**src/rtl/fetch_pkg.sv**
```systemverilog
// Shared types and constants for the fetch prefetch buffer.
//   fetch_state_t    : request sequencer state encoding (IDLE, REQ, DISCARD)
//   fetch_entry_t    : one buffered fetch entry {pc, instr}
//   RESET_PC_DEFAULT : default first fetch address
//   NOP_INSTR        : instruction presented when no entry is valid
package fetch_pkg;

    typedef logic [1:0] fetch_state_t;

    localparam fetch_state_t IDLE    = 2'd0;
    localparam fetch_state_t REQ     = 2'd1;
    localparam fetch_state_t DISCARD = 2'd2;

    typedef struct packed {
        logic [31:0] pc;
        logic [31:0] instr;
    } fetch_entry_t;

    localparam logic [31:0] RESET_PC_DEFAULT = 32'h0000_0000;
    localparam logic [31:0] NOP_INSTR        = 32'h0000_0000;

endpackage

```
**src/rtl/prefetch_fifo.sv**
```systemverilog
// Synchronous FIFO of fetch entries.
//   clk, rst        : clock, asynchronous active-low reset
//   clear           : empties the FIFO; wins over push and pop
//   push, wdata     : write an entry (accepted when not full, or full with same-cycle pop)
//   pop             : consume the head entry (ignored when empty)
//   rdata           : head entry (combinational)
//   count/empty/full: occupancy status
module prefetch_fifo
    import fetch_pkg::*;
#(
    parameter int unsigned DEPTH = 4
) (
    input  logic                       clk,
    input  logic                       rst,
    input  logic                       clear,
    input  logic                       push,
    input  fetch_entry_t               wdata,
    input  logic                       pop,
    output fetch_entry_t               rdata,
    output logic [$clog2(DEPTH):0]     count,
    output logic                       empty,
    output logic                       full
);
    localparam int unsigned AW = $clog2(DEPTH);
    localparam int unsigned CW = AW + 1;

    fetch_entry_t   mem [DEPTH];
    logic [AW-1:0]  wr_ptr_q, rd_ptr_q;
    logic [CW-1:0]  count_q;
    logic           push_en, pop_en;

    assign empty   = (count_q == '0);
    assign full    = (count_q == CW'(DEPTH));
    assign pop_en  = pop && !empty;
    // A full FIFO still accepts a push when the head leaves in the same cycle.
    assign push_en = push && (!full || pop_en);
    assign rdata   = mem[rd_ptr_q];
    assign count   = count_q;

    always_ff @(posedge clk or negedge rst) begin
        if (!rst) begin
            wr_ptr_q <= '0;
            rd_ptr_q <= '0;
            count_q  <= '0;
        end else if (clear) begin
            wr_ptr_q <= '0;
            rd_ptr_q <= '0;
            count_q  <= '0;
        end else begin
            if (push_en) wr_ptr_q <= wr_ptr_q + AW'(1);
            if (pop_en)  rd_ptr_q <= rd_ptr_q + AW'(1);
            count_q <= count_q + CW'(push_en) - CW'(pop_en);
        end
    end

    always_ff @(posedge clk) begin
        if (push_en && !clear) mem[wr_ptr_q] <= wdata;
    end

endmodule

```
**src/rtl/fetch_prefetch_buffer.sv**
```systemverilog
// Prefetch buffer between instruction memory and the fetch/decode register.
// Sequences the fetch PC over a one-outstanding req/ack handshake, buffers
// returned words and presents the head as {pc_f, instr_f, pc_plus_4_f}.
//   clk, rst                   : clock, asynchronous active-low reset
//   stall_f                    : hold the head entry
//   redirect_valid/redirect_pc : taken branch/jump; flushes buffer and refetches
//   instr_valid/instr_f/pc_f/pc_plus_4_f : head entry (combinational)
//   imem_req/imem_addr         : registered memory request
//   imem_ack/imem_rdata        : one-cycle response strobe and data
//   stat_discard/stat_starve   : saturating statistics, built only when
//                                FETCH_PREFETCH_STATS_EN is defined, else 0
module fetch_prefetch_buffer
    import fetch_pkg::*;
#(
    parameter int unsigned DEPTH    = 4,
    parameter logic [31:0] RESET_PC = RESET_PC_DEFAULT
) (
    input  logic        clk,
    input  logic        rst,
    input  logic        stall_f,
    input  logic        redirect_valid,
    input  logic [31:0] redirect_pc,
    output logic        instr_valid,
    output logic [31:0] instr_f,
    output logic [31:0] pc_f,
    output logic [31:0] pc_plus_4_f,
    output logic        imem_req,
    output logic [31:0] imem_addr,
    input  logic        imem_ack,
    input  logic [31:0] imem_rdata,
    output logic [15:0] stat_discard,
    output logic [15:0] stat_starve
);
    localparam int unsigned CW = $clog2(DEPTH) + 1;

    fetch_state_t  state_q, state_d;
    logic [31:0]   next_pc_q, next_pc_d;
    logic          req_q, req_d;
    logic [31:0]   addr_q, addr_d;

    fetch_entry_t  head, push_entry;
    logic [CW-1:0] fifo_count, count_after;
    logic          fifo_empty, fifo_full;
    logic          push, pop;

    assign pop        = !fifo_empty && !stall_f && !redirect_valid;
    assign push       = (state_q == REQ) && imem_ack && !redirect_valid;
    assign push_entry = '{pc: addr_q, instr: imem_rdata};
    assign count_after = fifo_count + CW'(push) - CW'(pop);

    prefetch_fifo #(
        .DEPTH (DEPTH)
    ) u_fifo (
        .clk   (clk),
        .rst   (rst),
        .clear (redirect_valid),
        .push  (push),
        .wdata (push_entry),
        .pop   (pop),
        .rdata (head),
        .count (fifo_count),
        .empty (fifo_empty),
        .full  (fifo_full)
    );

    always_comb begin
        state_d   = state_q;
        next_pc_d = next_pc_q;
        req_d     = req_q;
        addr_d    = addr_q;
        if (redirect_valid) begin
            next_pc_d = redirect_pc;
            case (state_q)
                IDLE: begin
                    req_d   = 1'b1;
                    addr_d  = redirect_pc;
                    state_d = REQ;
                end
                REQ, DISCARD: begin
                    if (imem_ack) begin
                        // Response belongs to the old path; refetch immediately.
                        req_d   = 1'b1;
                        addr_d  = redirect_pc;
                        state_d = REQ;
                    end else begin
                        state_d = DISCARD;
                    end
                end
                default: state_d = IDLE;
            endcase
        end else begin
            case (state_q)
                IDLE: begin
                    if (!fifo_full) begin
                        req_d   = 1'b1;
                        addr_d  = next_pc_q;
                        state_d = REQ;
                    end
                end
                REQ: begin
                    if (imem_ack) begin
                        next_pc_d = addr_q + 32'd4;
                        if (count_after < CW'(DEPTH)) begin
                            addr_d = addr_q + 32'd4;
                        end else begin
                            req_d   = 1'b0;
                            state_d = IDLE;
                        end
                    end
                end
                DISCARD: begin
                    if (imem_ack) begin
                        req_d   = 1'b1;
                        addr_d  = next_pc_q;
                        state_d = REQ;
                    end
                end
                default: state_d = IDLE;
            endcase
        end
    end

    always_ff @(posedge clk or negedge rst) begin
        if (!rst) begin
            state_q   <= IDLE;
            next_pc_q <= RESET_PC;
            req_q     <= 1'b0;
            addr_q    <= 32'h0;
        end else begin
            state_q   <= state_d;
            next_pc_q <= next_pc_d;
            req_q     <= req_d;
            addr_q    <= addr_d;
        end
    end

    assign imem_req    = req_q;
    assign imem_addr   = addr_q;
    assign instr_valid = !fifo_empty;
    assign instr_f     = fifo_empty ? NOP_INSTR : head.instr;
    assign pc_f        = fifo_empty ? 32'h0 : head.pc;
    assign pc_plus_4_f = pc_f + 32'd4;

`ifdef FETCH_PREFETCH_STATS_EN
    logic [15:0] discard_q, starve_q;
    logic        ack_dropped;

    assign ack_dropped = imem_ack && ((state_q == DISCARD) || (state_q == REQ && redirect_valid));

    always_ff @(posedge clk or negedge rst) begin
        if (!rst) begin
            discard_q <= 16'h0;
            starve_q  <= 16'h0;
        end else begin
            if (ack_dropped && discard_q != 16'hFFFF) discard_q <= discard_q + 16'd1;
            if (!stall_f && fifo_empty && starve_q != 16'hFFFF) starve_q <= starve_q + 16'd1;
        end
    end

    assign stat_discard = discard_q;
    assign stat_starve  = starve_q;
`else
    assign stat_discard = 16'h0;
    assign stat_starve  = 16'h0;
`endif

endmodule

```
**config.mk**
```make
export PLATFORM = sky130hd
export DESIGN_NAME = fetch_prefetch_buffer
export DESIGN_NICKNAME = d
export VERILOG_FILES = /design/src/rtl/fetch_pkg.sv /design/src/rtl/prefetch_fifo.sv /design/src/rtl/fetch_prefetch_buffer.sv
export SDC_FILE = /design/constraint.sdc
export NUM_CORES = 1
export LEC_CHECK = 0
export CAP_MARGIN = 40
export CORE_MARGIN = 8
export CORE_UTILIZATION = 40
export DETAILED_ROUTE_END_ITERATION = 10
export GPL_TIMING_DRIVEN = 0
export PLACE_DENSITY_LB_ADDON = 0.1
export SYNTH_ARGS = -nofsm -noshare
export SYNTH_HDL_FRONTEND = slang
export SYNTH_SLANG_ARGS = --single-unit
```
**constraint.sdc**
```tcl
create_clock -name clk -period 9.64 [get_ports clk]
set_input_delay 0.964 -clock clk [delete_from_list [all_inputs] [get_ports clk]]
set_output_delay 0.964 -clock clk [all_outputs]
set_load 0.02 [all_outputs]
```
==> out/summary.txt <==
gr usage total -> 19.2%
crit path DAT -> 5110 ps
share of cells above drive strength 1 -> 12.5%
leading cell type in the layout, fill and taps excluded -> edfxtp_1
# clock sinks -> 330
RSZ-0062 raised after global routing -> no
clk buf depth -> 3
Worst Path Buf+Inv -> 5
nets@finish -> 1504
minimum clock period -> 6080 ps
CTS root buffer -> clkbuf_16
Max-Cap Viols -> 0
routed len/inst -> 22.3 µm
placed cells -> 1900
setup violators final -> 0
final worst-path cycle share -> 63.1%
n_diodes -> 0
register area -> 9540 µm²
via/cell ratio -> 5.34
status -> finished, final reports clean
cell family with most CP delay -> simple AND/OR/NAND/NOR gates
number of CTS-inserted buffers -> 36
antenna-violating nets left -> 0
largest net degree at the start of global routing -> 61
final WL -> 43800 µm
CTS tree -> yes
multi-input logic area -> 5430 µm²
Layout area overhead -> 25.8%
Final Hold Fails -> 0
leading register cell type out of synthesis -> edfxtp_1
commonest non-fill, non-tap cells in the layout -> edfxtp_1 (256), clkdlybuf4s50_1 (195), nor2_1 (103)
Die Width -> 213 µm
row count -> 72
Yosys cell types -> 63
FF+latch count, synth -> 330
Slew headroom -> 36.2%
endpoint type of the worst setup path -> output port
final cell count without fillers -> 1963
Vias -> 10500
setup TNS -> 0 ps
RD Place Congestion -> 0.855
I/O pin count -> 231
sequential area share after synthesis -> 61.7%
vias in the first global route -> 10700
cells resized by post-CTS repair -> 0
Cell Area, Synth -> 15500 µm²
cell area power density -> 299 nW/µm²
CTS H-tree lvls -> 2
Max Fclk -> 165 MHz
Worst path max stage delay -> 930 ps
Final Max Slew Viols -> 0
actual slew at the worst max-slew pin -> 950 ps
DIE HEIGHT -> 213 µm
Cells after Synth -> 1148
Max FO, Critical Path -> 10
Total Die Area -> 45200 µm²
Peak VDD IR -> 131 µV
DR iter-0 viols -> 661
gr ovfl total -> 0
Avg Cell Area, Syn -> 13.5 µm²
Crit Path Category -> reg -> out
CTS clk-pin slew, worst paths -> 60 ps
core area -> 38400 µm²
clk_lat worst skew -> 520 ps
share of flip-flops with an asynchronous set or reset -> 22.4%
CP max-delay cell -> nor4_2
number of synthesized flops with an enable pin -> 256
HP Class -> in -> async
Crit path required time -> 8680 ps
first-pass GRT wire length -> 66100 µm
setup repair bufs after CTS -> 0
Critical Path Source Type -> flip-flop
pre-CTS setup slack -> 3880 ps
setup slack after layout -> 3560 ps
Worst Clk Skew -> 14.9 ps
Residual DRC -> 0
Fill cells -> 3343
IO buf count -> 196
synthesis warning total -> 0
Post-CTS Hold Fix Bufs -> 0
crit path cell chain -> nor3_1 -> inv_1 -> clkbuf_1 -> clkbuf_1 -> nand2_1 -> inv_1 -> ha_1 -> nand4b_1 -> nor4_2 -> nand4_1 -> xnor2_1 -> clkdlybuf4s50_1
DP HPWL -> 30800 µm
DRT Pass-1 Iters -> 6
Leak -> 6.86 nW
initial core utilization -> 40.3%
initial antenna violation count -> 0
-- worst register-to-register path, stage by stage (launching register included) --
cell and delay [ps]:
dfrtp_1 440, nor3_1 530, clkbuf_1 530, clkbuf_1 690, nor3_1 110, ha_1 220
inv_1 60, ha_1 210, a31oi_1 290, xor2_1 140, a21boi_0 610, clkbuf_1 580
o21ai_0 200, o2bb2ai_1 160
-- power by group --
group | leakage (nW) | switching, mW | internal (mW)
clock network | 0.550 | 0.545 | 0.770
registers | 3.23 | 0.268 | 1.78
logic | 3.08 | 1.40 | 1.06
-- metrics by stage --
stage / power [mW] / hold WS [ps] / area (µm²) / util, %
final: 5.82 / 298 / 19400 / 50.7
after global routing: 6.13 / 302 / 19400 / 50.7
after detailed placement: 4.56 / 501 / 18300 / 47.8
after global placement: 4.54 / 491 / 18200 / 47.4
after CTS: 5.89 / 290 / 19400 / 50.7
after floorplan: 3.42 / 471 / 15600 / -
-- cell usage after synthesis (8+ instances only) --
| library cell | count | area share, % |
|---|---|---|
| a211oi_1 | 8 | 0.39 |
| a21oi_1 | 35 | 1.1 |
| a31oi_1 | 11 | 0.45 |
| and2_1 | 60 | 2.4 |
| and3_1 | 8 | 0.32 |
| buf_2 | 9 | 0.29 |
| buf_4 | 38 | 1.8 |
| clkbuf_1 | 41 | 1.0 |
| dfrtp_1 | 74 | 12 |
| edfxtp_1 | 256 | 50 |
| ha_1 | 14 | 1.1 |
| inv_1 | 25 | 0.61 |
| mux2_2 | 8 | 0.58 |
| mux2i_1 | 24 | 1.6 |
| mux4_2 | 60 | 8.7 |
| nand2_1 | 75 | 1.8 |
| nand3_1 | 22 | 0.71 |
| nand4_1 | 11 | 0.45 |
| nor2_1 | 103 | 2.5 |
| nor3_1 | 14 | 0.45 |
| nor3b_1 | 8 | 0.39 |
| o21ai_0 | 77 | 2.5 |
| xnor2_1 | 37 | 2.1 |
| xor2_1 | 22 | 1.2 |
-- metal layers --
layer	track usage [%]	up-vias	share of wire [%]
li1	-	4788	-
met1	26.3	5289	44
met2	31.2	345	48
met3	3.18	66	6.1
met4	5.54	0	2.4
met5	0	-	0
-- final timing paths --
check	start	to	slack, ps	cells past startpoint
worst min register to register	next_pc_q[28]	next_pc_q[28]	510	2
max in group asynchronous	rst	imem_addr[6]	8730	2
worst max-delay path	u_fifo.count[1]	pc_plus_4_f[24]	3560	12
min in group clk	next_pc_q[28]	next_pc_q[28]	510	2
worst min-delay path	rst	next_pc_q[28]	300	1
worst max register to register	u_fifo.count[2]	imem_addr[27]	4730	13
-- final cells by class --
cell class              instances  area share (%)
plain buffers                  95            2.63
clock buffers                  45            4.81
clock inverters                18           0.901
inverters                      26           0.502
multi-input cells             728            27.9
flip-flops and latches        330            49.1
well taps                     518            3.33
repair buffers                203            10.8
-- cell families (layout without fill, tap and decap cells) --
kind of cell	after synthesis	in the layout	synth area share, %
compound gates	184	184	7.33
xor+xnor	59	59	3.34
fa+ha+maj	15	15	1.26
buf+inv	121	387	3.93
flops	330	330	61.7
mux	93	93	11.1
other cells	1	32	0.0243
simple gates	345	345	11.3
-- registers in the layout, summed over array words and instances, names as in the netlist --
register         count
imem_addr           32
imem_req             1
next_pc_q           32
state_q              2
u_fifo.count         3
u_fifo.mem         256
u_fifo.rd_ptr_q      2
u_fifo.wr_ptr_q      2
Note: power is estimated with default switching activity, not from simulation.
